File: config.mk
export PLATFORM = sky130hd
export DESIGN_NAME = div8_seq
export DESIGN_NICKNAME = d
export VERILOG_FILES = /design/src/rtl/div8_seq.sv
export SDC_FILE = /design/constraint.sdc
export NUM_CORES = 1
export LEC_CHECK = 0
export ABC_CLOCK_PERIOD_IN_PS = 5500
export CAP_MARGIN = 20
export CORE_ASPECT_RATIO = 1.1
export CORE_MARGIN = 1.5
export CORE_UTILIZATION = 45
export CTS_CLUSTER_SIZE = 40
export DETAILED_ROUTE_END_ITERATION = 7
export PLACE_DENSITY = 0.75
export SYNTH_ARGS = -nofsm -noshare
export SYNTH_HDL_FRONTEND = slang
export SYNTH_SLANG_ARGS = --single-unit
File: constraint.sdc
create_clock -name clk -period 5.5 [get_ports clk]
set_input_delay 0.825 -clock clk [delete_from_list [all_inputs] [get_ports clk]]
set_output_delay 0.825 -clock clk [all_outputs]
set_load 0.03 [all_outputs]
File: src/rtl/div8_seq.sv
// rtl/div8_seq.sv - sequential 8-bit restoring divider built on one adder8 in subtract mode
// Defining DIV8_SIGNED_EN adds the signed_op port and two's-complement division.
module adder8 (
   input  logic [7:0] a_i,
   input  logic [7:0] b_i,
   input  logic       carry_i,
   output logic [7:0] y_o,
   output logic       carry_o
);
   assign {carry_o, y_o} = {1'b0, a_i} + {1'b0, b_i} + {8'd0, carry_i};
endmodule

module div8_seq #(
   parameter int WIDTH = 8
) (
   input  logic       clk,
   input  logic       rst,
   input  logic       start,
   input  logic [7:0] dividend,
   input  logic [7:0] divisor,
`ifdef DIV8_SIGNED_EN
   input  logic       signed_op,
`endif
   output logic       busy,
   output logic       done,
   output logic [7:0] quotient,
   output logic [7:0] remainder,
   output logic       div_by_zero
);
   if (WIDTH != 8) begin : g_width_check
      $fatal(1, "div8_seq: WIDTH must be 8");
   end

   typedef enum logic [1:0] {IDLE, CALC, DONE} state_t;

   state_t     state_q;
   logic [7:0] q_q, d_q, r_q, quot_q, rem_q;
   logic [2:0] cnt_q;
   logic       busy_q, done_q, dbz_q, neg_quo_q, neg_rem_q;

   logic [7:0] s, diff, q_d, r_d, quot_d, rem_d, dvd_mag, dsr_mag;
   logic       no_borrow, neg_quo_in, neg_rem_in;

   // Trial subtraction S - D as S + ~D + 1; carry out set means no borrow, i.e. S >= D.
   assign s = {r_q[6:0], q_q[7]};

   adder8 u_sub (
      .a_i     (s),
      .b_i     (~d_q),
      .carry_i (1'b1),
      .y_o     (diff),
      .carry_o (no_borrow)
   );

   assign q_d    = {q_q[6:0], no_borrow};
   assign r_d    = no_borrow ? diff : s;
   assign quot_d = neg_quo_q ? (~q_d + 8'd1) : q_d;
   assign rem_d  = neg_rem_q ? (~r_d + 8'd1) : r_d;

`ifdef DIV8_SIGNED_EN
   assign dvd_mag    = (signed_op && dividend[7]) ? (~dividend + 8'd1) : dividend;
   assign dsr_mag    = (signed_op && divisor[7])  ? (~divisor + 8'd1)  : divisor;
   assign neg_quo_in = signed_op & (dividend[7] ^ divisor[7]);
   assign neg_rem_in = signed_op & dividend[7];
`else
   assign dvd_mag    = dividend;
   assign dsr_mag    = divisor;
   assign neg_quo_in = 1'b0;
   assign neg_rem_in = 1'b0;
`endif

   always_ff @(posedge clk or posedge rst) begin
      if (rst) begin
         state_q   <= IDLE;
         q_q       <= 8'd0;
         d_q       <= 8'd0;
         r_q       <= 8'd0;
         cnt_q     <= 3'd0;
         quot_q    <= 8'd0;
         rem_q     <= 8'd0;
         busy_q    <= 1'b0;
         done_q    <= 1'b0;
         dbz_q     <= 1'b0;
         neg_quo_q <= 1'b0;
         neg_rem_q <= 1'b0;
      end else begin
         done_q <= 1'b0;
         case (state_q)
            IDLE: begin
               if (start) begin
                  q_q       <= dvd_mag;
                  d_q       <= dsr_mag;
                  r_q       <= 8'd0;
                  cnt_q     <= 3'd7;
                  neg_quo_q <= neg_quo_in;
                  neg_rem_q <= neg_rem_in;
                  busy_q    <= 1'b1;
                  if (divisor == 8'd0) begin
                     state_q <= DONE;
                     done_q  <= 1'b1;
                     quot_q  <= 8'hFF;
                     rem_q   <= dividend;
                     dbz_q   <= 1'b1;
                  end else begin
                     state_q <= CALC;
                     dbz_q   <= 1'b0;
                  end
               end
            end
            CALC: begin
               q_q   <= q_d;
               r_q   <= r_d;
               cnt_q <= cnt_q - 3'd1;
               if (cnt_q == 3'd0) begin
                  state_q <= DONE;
                  done_q  <= 1'b1;
                  quot_q  <= quot_d;
                  rem_q   <= rem_d;
               end
            end
            DONE: begin
               state_q <= IDLE;
               busy_q  <= 1'b0;
            end
            default: state_q <= IDLE;
         endcase
      end
   end

   assign busy        = busy_q;
   assign done        = done_q;
   assign quotient    = quot_q;
   assign remainder   = rem_q;
   assign div_by_zero = dbz_q;
endmodule

==> impl_metrics.tcl, run 1 <==
set metrics [dict create \
    synthFlopType "dfrtp_1" \
    drtIter0Drc 108 \
    grt_max_degree 48 \
    core_um2 5330 \
    routedWlPerCell_um 13.9 \
    cts_tree "built" \
    synth_top_cell_area_share 0.480 \
    vias_per_cell 5.28 \
    clock_sink_count 47 \
    rows 28 \
    cp_max_fo 12 \
    tightest_slew_ps 901 \
    p_leak_nw 1.36 \
    power_mw 1.99 \
    path_clk_slew_ps 90 \
    grt.overflow.total 0 \
    clkPwrFrac 0.152 \
    cts_buffer_depth 2 \
    insertion_delay_ps 300 \
    ys_seq_elements 47 \
    dpl.hpwl_um 3920 \
    start_util 0.461 \
    hold_buffers 0 \
    synthTopCellsByArea "dfrtp_1 (48%), nand2_1 (8.0%), nor2_1 (6.6%), a21oi_1 (5.1%), ha_1 (5.1%)" \
    maxSlewHeadroom 0.397 \
    syn_area_um2 2450 \
    htreeDepth 2 \
    rsz0062_at_grt "false" \
    ys_seq_area_frac 0.480 \
    tns_ps 0 \
    drive_gt1_frac 0.0566 \
    routed_wirelength_um 5460 \
    hold_violations 0 \
    dieArea_um2 5900 \
    grt_pass1_wl_um 8810 \
    drc_errors 0 \
    path_class "in -> reg" \
    nNetsFinal 347 \
    slew_viol_final 0 \
    switchingPower_uw 868 \
    hold_path.class "reg -> reg" \
    post_cts_resized 0 \
    area_delta_synth_final_pct 24.0 \
    fin_worst_skew_ps 10.9 \
    postCtsSetupBuffers 0 \
    grt_pass1_vias 1931 \
    nFillCells 520 \
    port_buffers 37 \
    crit_arrival_ps 2790 \
    fp.dieH_um 80.4 \
    grt_usage 0.194 \
    cp.required_ps 5690 \
    fin_crit_sh 0.473 \
    detail-route-antenna-nets 0 \
    multiInputGateArea_um2 1160 \
    crit_path_end_kind "flop" \
    async_flop_share 1.00 \
    root_buffer "clkbuf_8" \
    pin_count 38 \
    die_x_um 73.4 \
    regArea_um2 1180 \
    synth_area_per_cell_um2 8.70 \
    syn_nets 312 \
    startpoint_type "input pin" \
    netlist_instances 282 \
    ys_types 44 \
    seqPwrFrac 0.310 \
    outcome "completed" \
    antenna_found_initial 0 \
    power_frac_comb 0.538 \
    ys.warnings.count 0 \
    intPower_mw 1.12 \
    ir_worst_vdd_mv 0.241 \
    antenna_cells 0 \
    yosysTopAreaCell "dfrtp_1" \
    fmax_ghz 0.384 \
    place_congestion 0.794 \
    first_pass_iters 4 \
    cts-buffers-inserted 5 \
    synth.most_common_cell "nand2_1" \
    synth_common_cells "nand2_1 (52), dfrtp_1 (47), nor2_1 (43)" \
    min_period_ps 2600 \
    p_per_area_nw_per_um2 653 \
    synth-edff-count 0 \
    dr_total_vias 2074 \
    p_sw_frac 0.437 \
    setup_viol 0 \
    max-cap-violations 0 \
]
## final timing paths
path	slack [ps]	from	depth (start not counted)	end
min	480	cnt_q[0]	1	cnt_q[0]
max	2900	divisor[0]	6	remainder[7]
max in group asynchronous	4360	rst	3	r_q[6]
min reg2reg	480	cnt_q[0]	1	cnt_q[0]
max reg2reg	2990	q_q[7]	9	remainder[1]
min in group asynchronous	710	rst	2	d_q[1]
## worst max-delay path, cell delays in order
cell and delay (ps):
clkdlybuf4s50_1 440, nor4_1 280, nand2_1 310, or2_0 310
a221o_1 310, o32a_1 320
## area by class of cell
cell class,count,area share
Sequential cell,47,0.387
Multi-Input combinational cell,207,0.382
Timing Repair Buffer,40,0.136
Tap cell,75,0.0309
Clock buffer,5,0.0226
Clock inverter,3,0.0222
Inverter,16,0.0198
## power groups by stage
stage | sequential, mW | combinational, mW | clock, mW
after floorplan | 0.692 | 0.693 | 0
after global placement | 0.620 | 1.03 | 0
after detailed placement | 0.622 | 1.05 | 0
after CTS | 0.616 | 1.06 | 0.306
after global routing | 0.635 | 1.19 | 0.317
final | 0.615 | 1.07 | 0.302
## metrics by stage
step | util | instances | hold slack, ps | worst slack [ps] | cell area, um2
floorplan | - | 282 | 448 | 3360 | 2450
global placement | 0.537 | 382 | 469 | 2420 | 2860
detailed placement | 0.537 | 382 | 468 | 2390 | 2860
CTS | 0.563 | 390 | 483 | 2690 | 3000
global route | 0.571 | 393 | 522 | 2790 | 3040
finish | 0.571 | 393 | 481 | 2900 | 3040
## sequential cells by signal, summed over array words and instances (netlist names)
register     flops
quotient         8
busy             1
r_q              7
div_by_zero      1
remainder        8
q_q              8
cnt_q            3
d_q              8
state_q          2
done             1
## cells by family (layout without fill, tap and decap cells)
logic type      Yosys count  after routing  synth area share
simple gates            116            116             0.199
xor+xnor                  2              2           0.00714
flops                    47             47             0.480
buf+inv                  28             64            0.0469
fa+ha+maj                11             11            0.0592
compound gates           78             78             0.208
## per-layer routing
| metal | track usage | share of wire | vias to the layer above |
|---|---|---|---|
| met3 | 0.0389 | 0.043 | 9 |
| li1 | - | - | 1034 |
| met4 | 0.0630 | 0.014 | 0 |
| met2 | 0.325 | 0.47 | 46 |
| met1 | 0.252 | 0.47 | 985 |
| met5 | 0 | 0 | - |
## cells in the final DEF, fill, tap and decap left out, drive strengths merged, types with 2 or more instances in the layout
cell type / synthesis / final
a211oi: 2 / 2
a21o: 3 / 3
a21oi: 27 / 27
a22oi: 2 / 2
a2bb2oi: 9 / 9
a31oi: 10 / 10
and3: 3 / 3
buf: 7 / 3
bufinv: 0 / 2
clkbuf: 5 / 5
clkdlybuf4s50: 0 / 37
dfrtp: 47 / 47
ha: 10 / 10
inv: 16 / 16
nand2: 52 / 52
nand2b: 3 / 3
nand3: 4 / 4
nor2: 44 / 44
nor2b: 2 / 2
nor4: 2 / 2
o211ai: 3 / 3
o21ai: 13 / 13
o21bai: 2 / 2
or2: 3 / 3
Power figures use the tool's default switching activity.
==> inputs of run 2 (changes only) <==
Settings changed: ABC_CLOCK_PERIOD_IN_PS 5500 to 2230, PLACE_DENSITY 0.75 to 0.77.
Clock period 5.5 ns to 2.23 ns, I/O delays scaled along.
==> impl_metrics.tcl, run 2 (synthesized netlist as in run 1, its figures left out) <==
set metrics [dict create \
    cts_tree "built" \
    cts_buffer_depth 2 \
    place_congestion 0.894 \
    root_buffer "clkbuf_8" \
    insertion_delay_ps 300 \
    worst_slack_ps 59.0 \
    final_common_cell "nand2_1" \
    fp.dieH_um 80.4 \
    slew_viol_final 0 \
    ir_worst_vdd_mv 0.741 \
    nFillCells 485 \
    maxSlewHeadroom 0.656 \
    grt_usage 0.215 \
    r2r_cells 10 \
    fmax_ghz 0.461 \
    grt.overflow.total 0 \
    htreeDepth 2 \
    setup_viol 0 \
    rsz0062_at_grt "true" \
    r2r_slack_ps 60 \
    grt_max_degree 25 \
    crit_arrival_ps 2410 \
    rows 28 \
    final_cell_area_um2 3190 \
    dr_total_vias 2164 \
    detail-route-antenna-nets 0 \
    postPlaceCellArea_um2 2980 \
    fin_worst_skew_ps 5.88 \
    first_pass_iters 4 \
    r2r_end "remainder[7]" \
    clock_sink_count 47 \
    final_cell_mix "nand2_1 (51), dfrtp_1 (47), nor2_1 (43)" \
    crit_path_end_kind "flop" \
    tns_ps 0 \
    min_period_ps 2170 \
    drc_errors 0 \
    drive_gt1_frac 0.137 \
    hold_buffers 0 \
    core_um2 5330 \
    antenna_found_initial 0 \
    die_x_um 73.4 \
    max-cap-violations 0 \
    r2r-start "q_q[7]" \
    path_class "reg -> reg" \
    antenna_cells 0 \
    area_delta_synth_final_pct 30.2 \
    grt_pass1_vias 2083 \
    drtIter0Drc 188 \
    path_clk_slew_ps 90 \
    cts-buffers-inserted 5 \
    p_per_area_nw_per_um2 1680 \
    fin_crit_sh 0.974 \
    routedWlPerCell_um 14.7 \
    worst_path_max_delay_cell "dfrtp_1" \
    port_buffers 37 \
    pin_count 38 \
    routed_wirelength_um 6020 \
    outcome "completed" \
    critical_path.max_stage_delay_ps 390 \
    startpoint_type "flop" \
    dieArea_um2 5900 \
    path_cells "inv_1, ha_2, inv_2, fa_2, a211oi_2, o211ai_1, a21oi_2, buf_4, and2_4, o32a_1" \
    hold_path.class "in -> async" \
    pre_cts_ws_ps 6.70 \
    nNetsFinal 364 \
    start_util 0.461 \
    vias_per_cell 5.28 \
    grt_pass1_wl_um 9690 \
    cp_max_fo 4 \
    p_leak_nw 1.44 \
    hold_violations 0 \
    tightest_slew_ps 515 \
    dpl.hpwl_um 4370 \
    cp.required_ps 2470 \
]
run 2: cell types whose count changed in the layout (fill, tap and decap cells not counted), sizes merged:
cell,change
clkbuf,+1
buf,+17
clkinvlp,-1
run 2: worst max path at each step:
stage | from | end | slack, ps | depth (start not counted)
2_1_floorplan | q_q[7] | remainder[1] | 90 | 9
3_3_place_gp | q_q[7] | remainder[7] | 70 | 9
3_5_place_dp | q_q[7] | remainder[7] | 7 | 9
4_1_cts | q_q[7] | remainder[1] | 10 | 9
5_1_grt | q_q[7] | remainder[7] | -50 | 10
6_report | q_q[7] | remainder[7] | 60 | 10
run 2: critical path: cells and delay by family, from the launching register on:
kind | cells | cell delay [ps]
AOI/OAI and AO/OA | 4 | 820
DFF | 1 | 390
adders and majority gates | 2 | 520
and+or+nand+nor | 1 | 120
buffers and inverters | 3 | 270
run 2: area by class of cell:
cell class | instances | area, um2 | area share
Clock buffer | 6 | 72.6 | 0.0227
Clock inverter | 2 | 60.1 | 0.0188
Inverter | 16 | 60.1 | 0.0188
Multi-Input combinational cell | 207 | 1210 | 0.379
Sequential cell | 47 | 1180 | 0.368
Tap cell | 75 | 93.8 | 0.0294
Timing Repair Buffer | 57 | 520 | 0.163
run 2: where the power goes:
group / switching (mW) / internal, mW / total [mW]
clock network: 0.293 / 0.448 / 0.741
logic: 1.73 / 1.36 / 3.09
registers: 0.285 / 1.23 / 1.52
run 2: metal layers:
metal	vias to the layer above	part of all wire	GRT usage
li1	1071	-	-
met1	1032	0.46	0.269
met5	-	0	0
met3	6	0.044	0.0427
met4	0	0.0096	0.0685
met2	55	0.49	0.369
run 2: what timing repair did:
action                     CTS  global route
resized for setup            1            11
pin swaps                    0             6
setup endpoints to repair    2            15
buffers inserted             0             4
run 2: through the flow:
step / power (mW) / instances / hold slack (ps) / util
2_1_floorplan: 3.42 / 282 / 440 / -
5_1_grt: 5.73 / 410 / 429 / 0.600
3_3_place_gp: 4.30 / 398 / 467 / 0.560
4_1_cts: 5.14 / 406 / 404 / 0.586
3_5_place_dp: 4.36 / 398 / 472 / 0.560
6_report: 5.35 / 410 / 381 / 0.600
==> inputs of run 3 (changes only) <==
Settings changed: ABC_AREA from default to 1, PLACE_DENSITY 0.77 to 0.76, SYNTH_HIERARCHICAL from default to 1.
==> impl_metrics.tcl, run 3 <==
set metrics [dict create \
    start_util 0.464 \
    place_congestion 0.867 \
    routed_wirelength_um 5830 \
    fmax_ghz 0.459 \
    slew_viol_final 0 \
    r2r-start "d_q[0]" \
    min_period_ps 2180 \
    ys_types 33 \
    netlist_instances 333 \
    maxSlewHeadroom 0.605 \
    crit_arrival_ps 2430 \
    path_cells "inv_2, fa_2, fa_2, nand2_2, nand2_2, nand3b_4, nand2_2, nand2_2, nand2_4, inv_4, nand2_2, nand2_2, nand2_1, nand2_1, nand3_1, nand2_1" \
    crit_path_end_kind "flop" \
    pin_count 38 \
    vias_per_cell 4.99 \
    grt.overflow.total 0 \
    die_x_um 76.5 \
    nFillCells 505 \
    fin_worst_skew_ps 7.60 \
    dieArea_um2 6420 \
    nNetsFinal 409 \
    cts-buffers-inserted 5 \
    placedCellCount 445 \
    cts_buffer_depth 2 \
    syn_nets 363 \
    synth_common_cells "nand2_1 (135), dfrtp_1 (47), nand3_1 (33)" \
    grt_pass1_wl_um 10400 \
    crit_top_cell "nand2_2" \
    hold_ws_ps 484 \
    synth-edff-count 0 \
    tightest_slew_ps 593 \
    root_buffer "clkbuf_8" \
    hold_path.class "in -> async" \
    dpl.hpwl_um 4190 \
    yosysTopAreaCell "dfrtp_1" \
    clock_sink_count 47 \
    path_delay_family "simple AND/OR/NAND/NOR gates" \
    synth_area_per_cell_um2 8.04 \
    worst_slack_ps 53.0 \
    synth.most_common_cell "nand2_1" \
    critical_path.max_stage_delay_ps 380 \
    synthFlopType "dfrtp_1" \
    setup_viol 0 \
    antenna_cells 0 \
    ys.warnings.count 6 \
    async_flop_share 1.00 \
    ir_worst_vdd_mv 0.783 \
    synthTopCellsByArea "dfrtp_1 (44%), nand2_1 (19%), nand3_1 (6.2%), ha_1 (4.2%), inv_1 (3.6%)" \
    final_cell_mix "nand2_1 (127), dfrtp_1 (47), clkdlybuf4s50_1 (37)" \
    p_leak_nw 1.70 \
    routedWlPerCell_um 12.8 \
    grt_max_degree 48 \
    path_class "reg -> reg" \
    p_per_area_nw_per_um2 1750 \
    worst_path_max_delay_cell "fa_2" \
    finalNonFillerCells 456 \
    path_clk_slew_ps 90 \
    grt_usage 0.202 \
    crit_buf_inv 2 \
    outcome "completed" \
    htreeDepth 2 \
    power_mw 5.69 \
    drive_gt1_frac 0.164 \
    rsz0062_at_grt "true" \
    pre_cts_ws_ps -180 \
    fin_crit_sh 0.976 \
    r2r_cells 16 \
    grt_pass1_vias 2252 \
    final_common_cell "nand2_1" \
    antenna_found_initial 0 \
    cts_tree "built" \
    final_util 0.564 \
    area_delta_synth_final_pct 21.4 \
    cp_max_fo 5 \
    ys_seq_area_frac 0.439 \
    first_pass_iters 4 \
    dr_total_vias 2277 \
    r2r_slack_ps 50 \
    synth_top_cell_area_share 0.439 \
    cp.required_ps 2480 \
    port_buffers 37 \
    insertion_delay_ps 300 \
    syn_area_um2 2680 \
    r2r_end "remainder[4]" \
    drtIter0Drc 205 \
    drc_errors 0 \
    rows 29 \
    core_um2 5770 \
    hold_buffers 0 \
    hold_violations 0 \
    detail-route-antenna-nets 0 \
    ys_seq_elements 47 \
    fp.dieH_um 83.9 \
    startpoint_type "flop" \
    max-cap-violations 0 \
]
-- run 3: through the flow --
step	area, um2	TNS [ps]
6_report	3250	0
5_1_grt	3250	-743
4_1_cts	3210	-7.24
3_5_place_dp	3110	-1950
3_3_place_gp	3110	-843
2_1_floorplan	2680	0
-- run 3: power by group --
| part | switching (mW) | internal (mW) |
|---|---|---|
| Clock | 0.284 | 0.215 |
| Combinational | 2.26 | 1.45 |
| Sequential | 0.225 | 1.26 |
| Total | 2.76 | 2.93 |
-- run 3: logic make-up after synthesis --
| family | count (synthesis) | synth area share |
|---|---|---|
| adders and majority gates | 11 | 0.0570 |
| DFF | 47 | 0.439 |
| and+or+nand+nor | 193 | 0.327 |
| other | 1 | 0.00140 |
| buffers and inverters | 44 | 0.0883 |
| muxes | 1 | 0.00374 |
| xor gates and xnor gates | 3 | 0.00981 |
| AOI/OAI and AO/OA | 33 | 0.0734 |
-- run 3: worst max-delay path by stage --
stage / from / end / slack, ps / depth (start not counted)
after floorplan: q_q[7] / remainder[3] / 4 / 16
after global placement: q_q[7] / remainder[1] / -100 / 15
after detailed placement: q_q[7] / remainder[1] / -180 / 15
after CTS: q_q[7] / remainder[4] / -4 / 15
after global routing: d_q[0] / remainder[4] / -110 / 16
final: d_q[0] / remainder[4] / 50 / 16
-- run 3: per-layer routing --
layer,global-route usage,vias up,part of all wire
met5,0,-,0
met4,0.0623,0,0.017
met3,0.0350,9,0.041
met2,0.334,55,0.50
met1,0.270,1070,0.45
li1,-,1143,-
-- run 3: final cells by class --
class                           instances  area (um2)  share of cell area
Multi-Input combinational cell        243        1300               0.400
Sequential cell                        47        1180               0.362
Timing Repair Buffer                   48         453               0.139
Inverter                               33         136              0.0419
Tap cell                               77        96.3              0.0296
Clock buffer                            5        68.8              0.0212
Clock inverter                          2        13.8             0.00423
Timing Repair inverter                  1        6.26             0.00192
-- run 3: tightest hold or removal path, cell delays in order --
cell	delay (ps)
clkdlybuf4s50_1	410
inv_2	50
buf_4	470
-- run 3: repair_timing --
item / 4_1_cts / 5_1_grt
gates cloned: 1 / 1
setup buffers: 0 / 2
endpoints found under the setup margin: 17 / 15
gates resized for setup: 4 / 9
pin swaps: 0 / 10
